## src/rtl/vga_scanout_reader_if.sv

```systemverilog
// Scan-out bundle: video RAM read port, VGA pins, and CPU-visible counters/frame pulse.
// The reader is the master; the RAM/pin side is the slave.
interface vga_scanout_reader_if;
  logic       iEnable;
  logic [9:0] oReadAddress;
  logic [2:0] iReadData;
  logic       oHorizontalSync;
  logic       oVerticalSync;
  logic       oRed;
  logic       oGreen;
  logic       oBlue;
  logic [9:0] oColumnCount;
  logic [9:0] oRowCount;
  logic       oFrameStart;

  modport master (
    input  iEnable, iReadData,
    output oReadAddress, oHorizontalSync, oVerticalSync, oRed, oGreen, oBlue,
    output oColumnCount, oRowCount, oFrameStart
  );

  modport slave (
    output iEnable, iReadData,
    input  oReadAddress, oHorizontalSync, oVerticalSync, oRed, oGreen, oBlue,
    input  oColumnCount, oRowCount, oFrameStart
  );
endinterface

```

## src/rtl/vga_scanout_reader.sv

```systemverilog
// VGA timing generator and video RAM reader; RGB and syncs are delayed two enabled
// clocks so they line up with the RAM's one-cycle read latency.
module vga_scanout_reader #(
  parameter int unsigned H_VISIBLE = 640,
  parameter int unsigned H_FRONT   = 16,
  parameter int unsigned H_SYNC    = 96,
  parameter int unsigned H_BACK    = 48,
  parameter int unsigned V_VISIBLE = 480,
  parameter int unsigned V_FRONT   = 10,
  parameter int unsigned V_SYNC    = 2,
  parameter int unsigned V_BACK    = 33
) (
  input logic                  Clock,
  input logic                  Reset,
  vga_scanout_reader_if.master bus
);

  localparam logic [9:0] HVisibleEnd = 10'(H_VISIBLE);
  localparam logic [9:0] HSyncStart  = 10'(H_VISIBLE + H_FRONT);
  localparam logic [9:0] HSyncEnd    = 10'(H_VISIBLE + H_FRONT + H_SYNC);
  localparam logic [9:0] HLast       = 10'(H_VISIBLE + H_FRONT + H_SYNC + H_BACK - 1);
  localparam logic [9:0] VVisibleEnd = 10'(V_VISIBLE);
  localparam logic [9:0] VSyncStart  = 10'(V_VISIBLE + V_FRONT);
  localparam logic [9:0] VSyncEnd    = 10'(V_VISIBLE + V_FRONT + V_SYNC);
  localparam logic [9:0] VLast       = 10'(V_VISIBLE + V_FRONT + V_SYNC + V_BACK - 1);

  logic [9:0] columnQ, columnD;
  logic [9:0] rowQ, rowD;
  logic       lineEnd, frameEnd;
  logic       visible, hsN, vsN;
  logic       visibleQ, hsN1Q, vsN1Q;
  logic       hsN2Q, vsN2Q;
  logic [2:0] rgbQ;
  logic       frameStartQ;

  always_comb begin
    lineEnd  = (columnQ == HLast);
    frameEnd = lineEnd && (rowQ == VLast);
    columnD  = lineEnd ? 10'd0 : columnQ + 10'd1;
    rowD     = rowQ;
    if (lineEnd) begin
      rowD = (rowQ == VLast) ? 10'd0 : rowQ + 10'd1;
    end
  end

  always_comb begin
    visible = (columnQ < HVisibleEnd) && (rowQ < VVisibleEnd);
    hsN     = !((columnQ >= HSyncStart) && (columnQ < HSyncEnd));
    vsN     = !((rowQ >= VSyncStart) && (rowQ < VSyncEnd));
  end

  always_ff @(posedge Clock) begin
    if (Reset) begin
      columnQ     <= '0;
      rowQ        <= '0;
      visibleQ    <= 1'b0;
      hsN1Q       <= 1'b1;
      vsN1Q       <= 1'b1;
      hsN2Q       <= 1'b1;
      vsN2Q       <= 1'b1;
      rgbQ        <= 3'b000;
      frameStartQ <= 1'b0;
    end else begin
      // Pulse only on an enabled wrap; a stall clears it rather than stretching it.
      frameStartQ <= bus.iEnable && frameEnd;
      if (bus.iEnable) begin
        columnQ  <= columnD;
        rowQ     <= rowD;
        visibleQ <= visible;
        hsN1Q    <= hsN;
        vsN1Q    <= vsN;
        hsN2Q    <= hsN1Q;
        vsN2Q    <= vsN1Q;
        // iReadData here belongs to the address stage 1 was issued with.
        rgbQ     <= visibleQ ? bus.iReadData : 3'b000;
      end
    end
  end

  // Rows past the visible area alias into the 5-bit field; blanking hides them.
  assign bus.oReadAddress    = {rowQ[8:4], columnQ[9:5]};
  assign bus.oHorizontalSync = hsN2Q;
  assign bus.oVerticalSync   = vsN2Q;
  assign bus.oRed            = rgbQ[2];
  assign bus.oGreen          = rgbQ[1];
  assign bus.oBlue           = rgbQ[0];
  assign bus.oColumnCount    = columnQ;
  assign bus.oRowCount       = rowQ;
  assign bus.oFrameStart     = frameStartQ;

endmodule
```

## src/flat_wrapper.sv

```systemverilog
// flat-port wrapper written by rule: the top's interface ports become plain ports
module vga_scanout_reader_flat 
#(
  parameter int unsigned H_VISIBLE = 640,
  parameter int unsigned H_FRONT   = 16,
  parameter int unsigned H_SYNC    = 96,
  parameter int unsigned H_BACK    = 48,
  parameter int unsigned V_VISIBLE = 480,
  parameter int unsigned V_FRONT   = 10,
  parameter int unsigned V_SYNC    = 2,
  parameter int unsigned V_BACK    = 33
)
  (Clock, Reset, bus_iEnable, bus_iReadData, bus_oReadAddress, bus_oHorizontalSync, bus_oVerticalSync, bus_oRed, bus_oGreen, bus_oBlue, bus_oColumnCount, bus_oRowCount, bus_oFrameStart);
  vga_scanout_reader_if bus_i ();
  input logic Clock;
  input logic Reset;
  input wire logic [$bits(bus_i.iEnable)-1:0] bus_iEnable;
  input wire logic [$bits(bus_i.iReadData)-1:0] bus_iReadData;
  output wire logic [$bits(bus_i.oReadAddress)-1:0] bus_oReadAddress;
  output wire logic [$bits(bus_i.oHorizontalSync)-1:0] bus_oHorizontalSync;
  output wire logic [$bits(bus_i.oVerticalSync)-1:0] bus_oVerticalSync;
  output wire logic [$bits(bus_i.oRed)-1:0] bus_oRed;
  output wire logic [$bits(bus_i.oGreen)-1:0] bus_oGreen;
  output wire logic [$bits(bus_i.oBlue)-1:0] bus_oBlue;
  output wire logic [$bits(bus_i.oColumnCount)-1:0] bus_oColumnCount;
  output wire logic [$bits(bus_i.oRowCount)-1:0] bus_oRowCount;
  output wire logic [$bits(bus_i.oFrameStart)-1:0] bus_oFrameStart;
  assign bus_i.iEnable = bus_iEnable;
  assign bus_i.iReadData = bus_iReadData;
  assign bus_oReadAddress = bus_i.oReadAddress;
  assign bus_oHorizontalSync = bus_i.oHorizontalSync;
  assign bus_oVerticalSync = bus_i.oVerticalSync;
  assign bus_oRed = bus_i.oRed;
  assign bus_oGreen = bus_i.oGreen;
  assign bus_oBlue = bus_i.oBlue;
  assign bus_oColumnCount = bus_i.oColumnCount;
  assign bus_oRowCount = bus_i.oRowCount;
  assign bus_oFrameStart = bus_i.oFrameStart;
  vga_scanout_reader #(.H_VISIBLE(H_VISIBLE), .H_FRONT(H_FRONT), .H_SYNC(H_SYNC), .H_BACK(H_BACK), .V_VISIBLE(V_VISIBLE), .V_FRONT(V_FRONT), .V_SYNC(V_SYNC), .V_BACK(V_BACK)) u_core (.Clock(Clock), .Reset(Reset), .bus(bus_i));
endmodule
```

## config.mk

```make
export PLATFORM = sky130hd
export DESIGN_NAME = vga_scanout_reader_flat
export DESIGN_NICKNAME = d
export VERILOG_FILES = /design/src/rtl/vga_scanout_reader_if.sv /design/src/rtl/vga_scanout_reader.sv /design/src/flat_wrapper.sv
export SDC_FILE = /design/constraint.sdc
export NUM_CORES = 1
export LEC_CHECK = 0
export ABC_CLOCK_PERIOD_IN_PS = 1450
export CAP_MARGIN = 10
export CORE_UTILIZATION = 42
export CTS_BUF_LIST = sky130_fd_sc_hd__clkbuf_8 sky130_fd_sc_hd__clkbuf_16
export DETAILED_ROUTE_END_ITERATION = 10
export PLACE_DENSITY = 0.8
export SETUP_SLACK_MARGIN = 0.2
export SYNTH_ARGS = -nofsm -noshare
export SYNTH_HDL_FRONTEND = slang
export SYNTH_SLANG_ARGS = --single-unit
```

## constraint.sdc

```tcl
create_clock -name Clock -period 1.45 [get_ports Clock]
set_input_delay 0.145 -clock Clock [delete_from_list [all_inputs] [get_ports Clock]]
set_output_delay 0.145 -clock Clock [all_outputs]
set_load 0.05 [all_outputs]
```

After elaboration in Yosys (flattened, before gate mapping)
Index checks and enable logic that the tools add are counted.
{"block": "totals", "word_cells": 30, "register_bits": 29, "in_bits": 6, "out_inout_bits": 36}
{"block": "classes", "n_addsub": 2, "magnitude_cmp": 6, "n_reduce_logical": 8, "eq_ne": 2, "muxes": 3}
{"operator": "$add A10 B1 Y10 const B", "n": 2}
{"operator": "$eq A10 B10 Y1 const B", "n": 2}
{"operator": "$lt A10 B10 Y1 const B", "n": 2}
{"operator": "$lt A10 B9 Y1 const B", "n": 2}
{"operator": "$mux W10", "n": 2}
{"operator": "$ge A10 B10 Y1 const B", "n": 1}
{"operator": "$ge A10 B9 Y1 const B", "n": 1}
{"operator": "$logic_and A1 B1 Y1", "n": 5}
{"operator": "$mux W3", "n": 1}
{"operator": "$logic_not A1 Y1", "n": 2}
{"operator": "$reduce_and A2 Y1", "n": 1}

Logic depth before layout (Yosys ltp)
{"block": "logic_depth", "word_depth": 3, "depth_mapped": 7, "mapped_depth_nobuf": 6}

Least setup slack after synthesis
No wires, ideal clock.
{"block": "synth_timing", "path_kind": "register -> register", "from": "reg u_core.columnQ[0] (netlist: u_core.bus.oColumnCount[0])", "to": "reg u_core.rowQ[9] (netlist: u_core.bus.oRowCount[9])", "synth_period_minus_slack_ns": 1.980, "setup_ns": 0.070, "stages_incl_launch_ff": 7, "t_required_ns": 1.380, "n_path_buf": 1, "path_slack_ns": -0.530, "arrival_ns": 1.910, "path_cell_list": "dfxtp_1 > ha_1 > and3_1 > buf_6 > nand3_2 > or4_1 > a21oi_1"}
{"block": "synth_between", "elab_chain_cells": 2}
{"element": "from (decl)", "line_no": "vga_scanout_reader.sv:27", "rtl": "logic [9:0] columnQ, columnD;"}
{"element": "from (signal assigned)", "line_no": "vga_scanout_reader.sv:67", "rtl": "columnQ <= columnD;"}
{"element": "$eq A10 B10 Y1", "line_no": "vga_scanout_reader.sv:37", "rtl": "lineEnd = (columnQ == HLast);"}
{"element": "$reduce_and A2 Y1 (no line)"}
{"element": "to (signal assigned)", "line_no": "vga_scanout_reader.sv:68", "rtl": "rowQ <= rowD;"}
{"element": "to (decl)", "line_no": "vga_scanout_reader.sv:28", "rtl": "logic [9:0] rowQ, rowD;"}
No other way between the ends.
A chain may end at the register's enable or synchronous reset.

Worst setup path in the final report
{"block": "layout_timing", "from": "reg u_core.columnQ[6] (netlist: u_core.bus.oColumnCount[6])", "to": "reg u_core.rowQ[5] (netlist: u_core.bus.oRowCount[5])"}
Same word-level chain as after synthesis.

==> run_results.csv <==
group,metric,value,unit
placed_design,portBuffers,41,
routing,wl_met1,1590,µm
yosys,synth_ff_type,"dfxtp_1",
routing,postRouteAntennaNets,0,
routing,vias,1428,
yosys,synth_seq_cells,29,
routing,avgRoutedWirePerCell,14.3,µm
routing,dr.pass1.iters,4,
placed_design,dp_hpwl,2580,µm
sta,timing.final.ws_setup,-56.8,ps
yosys,synth_xor_area_share,7.34,%
die,fp-row-count,20,
yosys,synth-compound-area-share,9.79,%
worst_setup_path,regToRegSetupSlack,-60,ps
worst_setup_path,rr_worst_depth,5,
clock_tree,clk_latency,280,ps
sta,slew_headroom,75.7,%
routing,wl_met3,217,µm
yosys,synth_top_area_share,40.6,%
global_routing,grt_use_total,23.3,%
yosys,yosysTopAreaCell,"dfxtp_1",
die,die-area,0.00365,mm²
power,p_leak,0.965,nW
sta,min_period_over_period,104,%
power,ir_drop,0.000616,V
sta,setup_violations,9,
min_path,holdPathStages,3,
placed_design,placed_cell_area,0.00208,mm²
run_status,failed_checks,"setup timing",
layout,syn2layout_area_growth,64.9,%
global_routing,grt_pass1_vias,1367,
routing,drcViolationCount,0,
layout,antennaDiodeCount,0,
worst_setup_path,crit_chain,"and4bb_4, buf_4, nand3_2, o21ai_0, a21oi_2",
sta,finalMaxSlewViolations,0,
sta,fmax,664,MHz
placed_design,post-place-ws,-215,ps
yosys,synth-async-reset-ratio,0,%
layout,design_area,0.00236,mm²
worst_setup_path,max_stage_delay,390,ps
yosys,netlist_area,0.00143,mm²
power,powerDensity,719,mW/mm²
global_routing,grt_start_max_net_pins,17,
routing,top_layer,"met4",
worst_setup_path,worstSetupStartpointType,"flip-flop",
worst_setup_path,end_kind,"flip-flop",
die,start_util,45.4,%
global_routing,antenna_found_initial,0,
die,core_region_area,0.00315,mm²
sta,finalHoldViolCount,0,
worst_setup_path,crit_required,1610,ps
placed_design,dp.cells,251,
clock_tree,ctsRootBufferMaster,"clkbuf_8",
routing,route.met2.wl,1930,µm
clock_tree,h-tree-depth,2,
run_status,outcome,"finished, violations left",
yosys,synth_top_family_by_area,"simple AND/OR/NAND/NOR gates",
die,die_h,60.4,µm
sta,fin_crit,1510,ps
yosys,ys_seq_area_share,40.6,%
yosys,syn_area_per_cell,9.12,µm²
yosys,synth_cell_types,38,
worst_setup_path,slowest_stage,"and4bb_4",
die,die_width,60.4,µm
worst_setup_path,critPathKind,"reg -> reg",
sta,max_slew.worst_pin.slew,361,ps
yosys,synthMuxAreaShare,0.699,%
sta,rsz0062_at_grt,"true",
clock_tree,cts_tree,"built",
layout,final_nets,235,
placed_design,finalWeightedCongestion,0.838,
clock_tree,clk_pin_slew_worst_paths,70,ps
yosys,yosysWarnings,0,
die,ioPinCount,42,
yosys,synth-edff-count,0,
global_routing,grt_pass1_wl,6220,µm
clock_tree,clock-sinks,29,
min_path,hold_path.class,"in -> reg",
routing,wl,3860,µm
power,finalPower,1.70,mW
routing,first_iter_violations,85,
worst_setup_path,crit_arrival,1670,ps
layout,drive_gt1_share,56.6,%
clock_tree,cts_made_buffers,5,
yosys,syn_inst,157,
yosys,yosys.area_share.adder,3.50,%
routing,via_per_inst,5.29,
yosys,syn_nets,167,
clock_tree,clk_path_buf_depth,2,
global_routing,grt-ovfl-total,0,
sta,finalSetupTns,-277,ps
yosys,synth_area_leaders,"dfxtp_1 41%, buf_4 5.2%, xor2_1 4.9%",
worst_setup_path,worst-path-max-fanout,5,
layout,final_cells,270,
yosys,synth_simple_gate_area_share,29.5,%
flow_run,cap_violations,0,
sta,skew,5.03,ps
clock_tree,cts_hold_buf,0,
-- power breakdown --
part / leakage (nW) / switching [mW] / internal (mW)
combinational: 0.664 / 0.0900 / 0.0658
clock: 0.0542 / 0.306 / 0.428
sequential: 0.247 / 0.0107 / 0.797
total: 0.965 / 0.407 / 1.29
-- sequential cells by signal (all words and copies together), names as in the netlist --
signal,count
u_core.bus.oRowCount,10
u_core.rgbQ,3
u_core.vsN1Q,1
u_core.bus.oFrameStart,1
u_core.visibleQ,1
u_core.bus.oHorizontalSync,1
u_core.bus.oVerticalSync,1
u_core.hsN1Q,1
u_core.bus.oColumnCount,10
-- worst max-delay path: cells and delay by family (launching register included) --
kind	cells	cell delay [ps]
AO/OA/AOI/OAI	2	440
flip-flops	1	310
buffers and inverters	1	140
AND/OR/NAND/NOR	2	490
-- layout by cell type (no fill, tap or decap), types with 4 or more instances in the layout --
cell type and count:
clkdlybuf4s50_1 5, nor2_1 11, buf_4 59, nand2_1 4, clkbuf_8 7, o21ai_0 4
buf_12 9, xor2_1 8, dfxtp_2 10, nand3_1 9, dfxtp_1 10, a21oi_1 6
nand2b_1 5, nand4_1 6, a21oi_2 6, xnor2_1 4, dfxtp_4 9
-- cell families after synthesis --
logic type                 after synthesis
and+or+nand+nor                         69
DFF                                     29
AOI/OAI and AO/OA                       23
buffers and inverters                   19
xor gates and xnor gates                12
adders and majority gates                4
muxes                                    1
-- synthesized netlist by cell type (all sizes together) (6+ instances only) --
cell type and instances:
and3 6, nand2b 6, dfxtp 29, xor2 8, buf 12, nor2 14, nand3 11, nand4 7
a21oi 12
-- final cells by class --
| type | count | area (µm²) |
|---|---|---|
| tap | 44 | 55.1 |
| sequential | 29 | 627 |
| multi-input combinational | 110 | 863 |
| clock buffer | 7 | 96.3 |
| clock inverter | 1 | 5.00 |
| fill | 235 | 793 |
| timing repair buffer | 75 | 696 |
| inverter | 4 | 17.5 |
-- timing repair --
item | CTS | global route
gates cloned | 2 | 0
gates resized for setup | 16 | 10
buffers inserted | 8 | 1
setup endpoints to repair | 19 | 21
pin swaps | 10 | 4
-- worst paths after layout --
kind | start | endpoint
setup reg to reg | u_core.bus.oColumnCount[6] | u_core.bus.oRowCount[5]
hold / removal | bus_iReadData[2] | u_core.rgbQ[2]
hold reg to reg | u_core.vsN1Q | u_core.bus.oVerticalSync
setup / recovery | u_core.bus.oColumnCount[6] | u_core.bus.oRowCount[5]
-- metal layers --
metal | global-route usage, % | vias up
li1 | - | 686
met2 | 40.3 | 56
met5 | 0 | -
met1 | 26.4 | 671
met4 | 11.6 | 0
met3 | 5.97 | 15
-- stage by stage --
step / utilization [%] / hold slack [ps]
global route: 74.8 / 468
detailed placement: 65.9 / 462
finish: 74.8 / 445
CTS: 73.6 / 444
global placement: 65.9 / 451
floorplan: - / 244
Power figures use the tool's default switching activity.
